### src/rtl/assist_target_ramp_if.sv
// rtl/assist_target_ramp_if.sv - operand/result bundle of the assist target-current ramp
interface assist_target_ramp_if #(
    parameter int TORQUE_W = 12,
    parameter int CAD_W    = 5,
    parameter int INCL_W   = 13,
    parameter int SCALE_W  = 3,
    parameter int CURR_W   = 12
);
    logic                vld;
    logic [TORQUE_W-1:0] avg_torque;
    logic [CAD_W-1:0]    cadence;
    logic                not_pedaling;
    logic [INCL_W-1:0]   incline;
    logic [SCALE_W-1:0]  scale;
    logic [CURR_W-1:0]   target_curr;
    logic                curr_vld;
    logic                busy;

    modport master (
        output vld, avg_torque, cadence, not_pedaling, incline, scale,
        input  target_curr, curr_vld, busy
    );

    modport slave (
        input  vld, avg_torque, cadence, not_pedaling, incline, scale,
        output target_curr, curr_vld, busy
    );
endinterface

### src/rtl/assist_target_ramp.sv
// rtl/assist_target_ramp.sv - multi-cycle pedal-assist target current with slew limiting
module assist_target_ramp #(
    parameter int          TORQUE_W   = 12,
    parameter int unsigned TORQUE_MIN = 'h380,
    parameter int          CAD_W      = 5,
    parameter int          INCL_W     = 13,
    parameter int          SCALE_W    = 3,
    parameter int          CURR_W     = 12,
    parameter int          SHIFT      = 15,
    parameter int unsigned RAMP_UP    = 'h040,
    parameter int unsigned RAMP_DN    = 'h080
) (
    input logic                 clk,
    input logic                 rst_n,
    assist_target_ramp_if.slave bus
);

    localparam int P  = TORQUE_W + 9 + CAD_W + 1 + SCALE_W;
    localparam int HI = SHIFT + CURR_W;

    localparam logic [TORQUE_W:0]      TMIN_X   = TORQUE_MIN[TORQUE_W:0];
    localparam logic [CURR_W-1:0]      RU_X     = CURR_W'(RAMP_UP);
    localparam logic [CURR_W-1:0]      RD_X     = CURR_W'(RAMP_DN);
    localparam logic signed [INCL_W-1:0] INCL_MAX = INCL_W'(511);
    localparam logic signed [INCL_W-1:0] INCL_MIN = INCL_W'(-512);

    typedef enum logic [2:0] {IDLE, MUL1, MUL2, MUL3, UPD} state_t;

    state_t              state;
    logic [TORQUE_W-1:0] torque_q;
    logic [8:0]          incl_q;
    logic [CAD_W:0]      cad_q;
    logic [SCALE_W-1:0]  scale_q;
    logic                np_q;
    logic [P-1:0]        prod;
    logic [CURR_W-1:0]   tc_q;
    logic                curr_vld_q;

    logic signed [INCL_W-1:0] incl_sat;
    logic [INCL_W:0]          incl_sum;
    logic [8:0]               incl_lim;
    logic [CAD_W:0]           cad_f;
    logic [TORQUE_W:0]        torque_diff;
    logic [TORQUE_W-1:0]      torque_pos;
    logic [CURR_W-1:0]        raw;
    logic [CURR_W-1:0]        step;
    logic [CURR_W-1:0]        tc_next;

    // Operand pre-processing on the live inputs, captured only on the accepting edge
    always_comb begin
        incl_sat = $signed(bus.incline);
        if ($signed(bus.incline) > INCL_MAX)
            incl_sat = INCL_MAX;
        else if ($signed(bus.incline) < INCL_MIN)
            incl_sat = INCL_MIN;
        // Offset into the positive range; the sign bit of the widened sum flags a negative result
        incl_sum = {incl_sat[INCL_W-1], incl_sat} + (INCL_W+1)'(256);
        if (incl_sum[INCL_W])
            incl_lim = '0;
        else if (incl_sum > (INCL_W+1)'(511))
            incl_lim = 9'd511;
        else
            incl_lim = incl_sum[8:0];
        // Cadence below 2 counts as standing still
        cad_f       = (|bus.cadence[CAD_W-1:1]) ? {1'b1, bus.cadence} : '0;
        torque_diff = {1'b0, bus.avg_torque} - TMIN_X;
        torque_pos  = torque_diff[TORQUE_W] ? '0 : torque_diff[TORQUE_W-1:0];
    end

    // Saturate the product and slew-limit toward it; differences are only formed
    // in the direction where they are non-negative, so nothing wraps or overshoots
    always_comb begin
        raw     = (|prod[P-1:HI]) ? '1 : prod[HI-1:SHIFT];
        step    = '0;
        tc_next = tc_q;
        if (np_q) begin
            tc_next = '0;
        end else if (raw > tc_q) begin
            step    = raw - tc_q;
            if (RAMP_UP != 0 && step > RU_X)
                step = RU_X;
            tc_next = tc_q + step;
        end else if (raw < tc_q) begin
            step    = tc_q - raw;
            if (RAMP_DN != 0 && step > RD_X)
                step = RD_X;
            tc_next = tc_q - step;
        end
    end

    // Sequencer: capture, three multiplies, then update with a one-cycle valid pulse
    always_ff @(posedge clk or negedge rst_n) begin
        if (!rst_n) begin
            state      <= IDLE;
            torque_q   <= '0;
            incl_q     <= '0;
            cad_q      <= '0;
            scale_q    <= '0;
            np_q       <= 1'b0;
            prod       <= '0;
            tc_q       <= '0;
            curr_vld_q <= 1'b0;
        end else begin
            curr_vld_q <= 1'b0;
            case (state)
                IDLE: begin
                    if (bus.vld) begin
                        torque_q <= torque_pos;
                        incl_q   <= incl_lim;
                        cad_q    <= cad_f;
                        scale_q  <= bus.scale;
                        np_q     <= bus.not_pedaling;
                        state    <= MUL1;
                    end
                end
                MUL1: begin
                    prod  <= P'(torque_q) * P'(incl_q);
                    state <= MUL2;
                end
                MUL2: begin
                    prod  <= prod * P'(cad_q);
                    state <= MUL3;
                end
                MUL3: begin
                    prod  <= prod * P'(scale_q);
                    state <= UPD;
                end
                UPD: begin
                    tc_q       <= tc_next;
                    curr_vld_q <= 1'b1;
                    state      <= IDLE;
                end
                default: state <= IDLE;
            endcase
        end
    end

    assign bus.target_curr = tc_q;
    assign bus.curr_vld    = curr_vld_q;
    assign bus.busy        = (state != IDLE);

endmodule

### src/flat_wrapper.sv
// flat-port wrapper written by rule: the top's interface ports become plain ports
module assist_target_ramp_flat 
#(
    parameter int          TORQUE_W   = 12,
    parameter int unsigned TORQUE_MIN = 'h380,
    parameter int          CAD_W      = 5,
    parameter int          INCL_W     = 13,
    parameter int          SCALE_W    = 3,
    parameter int          CURR_W     = 12,
    parameter int          SHIFT      = 15,
    parameter int unsigned RAMP_UP    = 'h040,
    parameter int unsigned RAMP_DN    = 'h080
)
  (clk, rst_n, bus_vld, bus_avg_torque, bus_cadence, bus_not_pedaling, bus_incline, bus_scale, bus_target_curr, bus_curr_vld, bus_busy);
  assist_target_ramp_if #(.TORQUE_W(TORQUE_W), .CAD_W(CAD_W), .INCL_W(INCL_W), .SCALE_W(SCALE_W), .CURR_W(CURR_W)) bus_i ();
  input logic clk;
  input logic rst_n;
  input wire logic [$bits(bus_i.vld)-1:0] bus_vld;
  input wire logic [$bits(bus_i.avg_torque)-1:0] bus_avg_torque;
  input wire logic [$bits(bus_i.cadence)-1:0] bus_cadence;
  input wire logic [$bits(bus_i.not_pedaling)-1:0] bus_not_pedaling;
  input wire logic [$bits(bus_i.incline)-1:0] bus_incline;
  input wire logic [$bits(bus_i.scale)-1:0] bus_scale;
  output wire logic [$bits(bus_i.target_curr)-1:0] bus_target_curr;
  output wire logic [$bits(bus_i.curr_vld)-1:0] bus_curr_vld;
  output wire logic [$bits(bus_i.busy)-1:0] bus_busy;
  assign bus_i.vld = bus_vld;
  assign bus_i.avg_torque = bus_avg_torque;
  assign bus_i.cadence = bus_cadence;
  assign bus_i.not_pedaling = bus_not_pedaling;
  assign bus_i.incline = bus_incline;
  assign bus_i.scale = bus_scale;
  assign bus_target_curr = bus_i.target_curr;
  assign bus_curr_vld = bus_i.curr_vld;
  assign bus_busy = bus_i.busy;
  assist_target_ramp #(.TORQUE_W(TORQUE_W), .TORQUE_MIN(TORQUE_MIN), .CAD_W(CAD_W), .INCL_W(INCL_W), .SCALE_W(SCALE_W), .CURR_W(CURR_W), .SHIFT(SHIFT), .RAMP_UP(RAMP_UP), .RAMP_DN(RAMP_DN)) u_core (.clk(clk), .rst_n(rst_n), .bus(bus_i));
endmodule
### config.mk
export PLATFORM = sky130hd
export DESIGN_NAME = assist_target_ramp_flat
export DESIGN_NICKNAME = d
export VERILOG_FILES = /design/src/rtl/assist_target_ramp_if.sv /design/src/rtl/assist_target_ramp.sv /design/src/flat_wrapper.sv
export SDC_FILE = /design/constraint.sdc
export NUM_CORES = 1
export LEC_CHECK = 0
export ABC_CLOCK_PERIOD_IN_PS = 5800
export BUFFER_PORTS_ARGS = -buffer_cell sky130_fd_sc_hd__buf_2
export CAP_MARGIN = 30
export CORE_MARGIN = 2
export CORE_UTILIZATION = 59
export CTS_CLUSTER_SIZE = 12
export DETAILED_ROUTE_END_ITERATION = 8
export PLACE_DENSITY = 0.79
export SYNTH_ARGS = -nofsm -noshare
export SYNTH_HDL_FRONTEND = slang
export SYNTH_SLANG_ARGS = --single-unit
### constraint.sdc
create_clock -name clk -period 5.8 [get_ports clk]
set_input_delay 1.16 -clock clk [delete_from_list [all_inputs] [get_ports clk]]
set_output_delay 1.16 -clock clk [all_outputs]
set_load 0.01 [all_outputs]
==> flow_summary.toml <==
[layout]
drive_above_1_share_pct = 11.5
ff_latch_area_um2 = 1930
fill_cells = 2225
multi_input_area_um2 = 12400
mostFrequentLayoutCells = "nand2_1, inv_1, fa_1"
layout_commonest_cell = "nand2_1"
area_growth_pct = 9.61
nNetsFinal = 2386
fin_util_pct = 65.7

[synth]
synth_seq_area_share_pct = 12.3
ys_warn_count = 0
synth_async_sr_flop_share_pct = 100
synth_edf_count = 0
synth_area_um2 = 15600
avgSynthCellArea_um2 = 8.02
synth_cells = 1947
ys_ff_latch = 77
synthesis.nets = 2327
ys.flop_type = "dfrtp_1"
yosysUniqueCellTypes = 75

[clock_tree]
cts_made_buffers = 9
cts_tree = "built"
insertion_delay_ns = 0.36
cts_buffer_depth = 2
htree_levels = 3
cts_sinks = 77
clk_pin_slew_ns = 0.07
cts-root-buf = "clkbuf_16"

[placement]
port_buffers = 50
place_hpwl_mm = 32.6
gp_congestion = 0.996

[grt]
grt_pass1_vias = 14200
antenna_found_initial = 2
grt_overflow = 0
grt_max_degree = 60
grt_first_pass_wirelength_mm = 70.7
grt_usage_pct = 31.3

[worst_setup_path]
critPathCapture = "u_core.bus.target_curr[11]"
r2r_cells = 26
worstPathArrival_ns = 6.34
start_kind = "flop"
required_ns = 6.07
crit_path_max_fanout = 3
worstSetupPathType = "flop to flop"
regToRegSetupSlack_ns = -0.27
r2r_end = "u_core.bus.target_curr[11]"
startpoint = "u_core.prod[29]"
worst_setup_path_end_kind = "flop"
timing.rr.start = "u_core.prod[29]"

[floorplan]
row_count = 59
fp.dieH_um = 167
pin_count = 51
die_w_um = 167
initial_core_util_pct = 59.9
core_area_um2 = 26100
dieArea_um2 = 27800

[timing]
drv_slew = 0
final.setup.tns_ns = -0.601
finalCritPeriodShare_pct = 105
worst_slew_pin_slew_ns = 0.952
setup_ws_ns = -0.268
hold_viol = 0
clock_skew_ns = 0.00808
hold_ws_ns = 0.559
fmax_ghz = 0.165
min_period_ns = 6.07
setup_violations = 4
rsz0062_at_grt = "true"
max_slew_margin_pct = 35.6

[status]
violations = "setup timing"
status = "complete, but fails checks"

[hold_path]
hold_class = "flop to flop"

[route]
via_per_inst = 5.91
vias = 13900
drt-initial-drc-count = 1125
ant_nets = 0
drt_pre_antenna_iters = 5
wl_per_cell_um = 17.8
wl_mm = 41.9
drc_errors = 0

[flow_run]
maxCapViolations = 0
-- worst max-delay path: stages (launching register included) --
cell and delay (ns):
dfrtp_1 0.38, or3_4 0.39, nor2_4 0.12, ha_2 0.20
inv_2 0.04, fa_2 0.34, a21o_1 0.21, a221oi_4 0.30
inv_2 0.07, a211oi_4 0.28, o21ai_2 0.10, and2_4 0.14
or3_1 0.34, or4_4 0.46, or3_4 0.41, a2bb2oi_2 0.14
ha_1 0.31, o21ai_2 0.06, nand2b_1 0.10, a21o_1 0.16
a31o_4 0.15, a41o_1 0.20, o41ai_2 0.08, buf_4 0.14
or3_4 0.35, a2111oi_2 0.35, o21bai_1 0.16
-- layout make-up --
cell class,count,share of cell area [%]
multi-input combinational,1476,72.2
sequential,77,11.3
inverter,286,6.27
timing repair buffer,156,6.22
tap,335,2.45
clock buffer,10,1.34
clock inverter,6,0.278
antenna,1,0.0146
-- what timing repair did --
item	4_1_cts	5_1_grt
setup buffers	11	8
pin swaps	25	19
hold buffers	0	0
endpoints found under the setup margin	5	9
gates resized for setup	13	27
-- synthesized netlist by cell type (5+ instances only) --
cell | instances | area [um^2]
o21bai_1 | 6 | 45.0
o22ai_1 | 6 | 37.5
and3_1 | 10 | 62.6
o31ai_1 | 10 | 75.1
fa_1 | 203 | 4060
a22oi_1 | 11 | 82.6
nor3_1 | 22 | 110
nor2b_1 | 18 | 113
and2_1 | 63 | 394
a21oi_1 | 99 | 495
nor2_1 | 77 | 289
dfrtp_1 | 77 | 1930
o221ai_1 | 6 | 52.6
clkbuf_1 | 101 | 379
a21o_1 | 46 | 345
o21ai_0 | 78 | 390
mux2_2 | 13 | 146
xnor2_1 | 60 | 526
o21a_1 | 11 | 82.6
inv_1 | 284 | 1070
a21boi_0 | 7 | 52.6
a211oi_1 | 13 | 97.6
o211ai_1 | 7 | 52.6
nor4_1 | 5 | 31.3
a211o_1 | 6 | 52.6
nand3_1 | 17 | 85.1
a31oi_1 | 13 | 81.3
nand2_1 | 376 | 1410
a22o_1 | 13 | 114
nand2b_1 | 25 | 156
ha_1 | 140 | 1750
nand4_1 | 6 | 37.5
or3_1 | 7 | 43.8
o41ai_1 | 8 | 70.1
xor2_1 | 33 | 289
-- state kept, by name, summed over array words and instances, names as in the netlist --
signal	flops
u_core.scale_q	3
u_core.bus.target_curr	12
u_core.torque_q	12
u_core.prod	30
u_core.bus.curr_vld	1
u_core.state	3
u_core.cad_q	6
u_core.incl_q	9
u_core.np_q	1
-- metal layers --
layer | GRT usage (%) | part of all wire, %
met5 | 0 | 0
met4 | 12.1 | 3.9
met1 | 40.8 | 41
met2 | 51.7 | 48
met3 | 6.20 | 7.7
-- cells by family (layout without fill, tap and decap cells) --
family / count (synthesis) / after routing / synth area share, %
xor gates and xnor gates: 93 / 93 / 5.21
DFF: 77 / 77 / 12.3
muxes: 17 / 17 / 1.19
AOI/OAI and AO/OA: 381 / 381 / 16.1
and+or+nand+nor: 642 / 642 / 18.3
adders and majority gates: 343 / 343 / 37.2
other: 0 / 1 / 0
buffers and inverters: 394 / 458 / 9.57
-- metrics by stage --
stage	worst slack (ns)	instance area, um^2	std cells
after detailed placement	-0.473	16600	2311
after CTS	-0.381	17000	2338
final	-0.268	17100	2347
after floorplan	-0.232	15600	1947
after global placement	-0.278	16600	2311
after global routing	-0.540	17100	2347
-- worst min path at each step --
stage	cells after the start	from	endpoint	slack (ns)
after floorplan	1	u_core.incl_q[6]	u_core.incl_q[6]	0.48
after global placement	2	u_core.bus.target_curr[0]	u_core.bus.target_curr[0]	0.54
after detailed placement	2	u_core.bus.target_curr[0]	u_core.bus.target_curr[0]	0.55
after CTS	2	u_core.bus.target_curr[0]	u_core.bus.target_curr[0]	0.56
after global routing	2	u_core.bus.target_curr[0]	u_core.bus.target_curr[0]	0.61
final	2	u_core.bus.target_curr[0]	u_core.bus.target_curr[0]	0.56
Power is not shown: default switching activity piles up to over one toggle a cycle in this logic, so the estimate is an artifact.
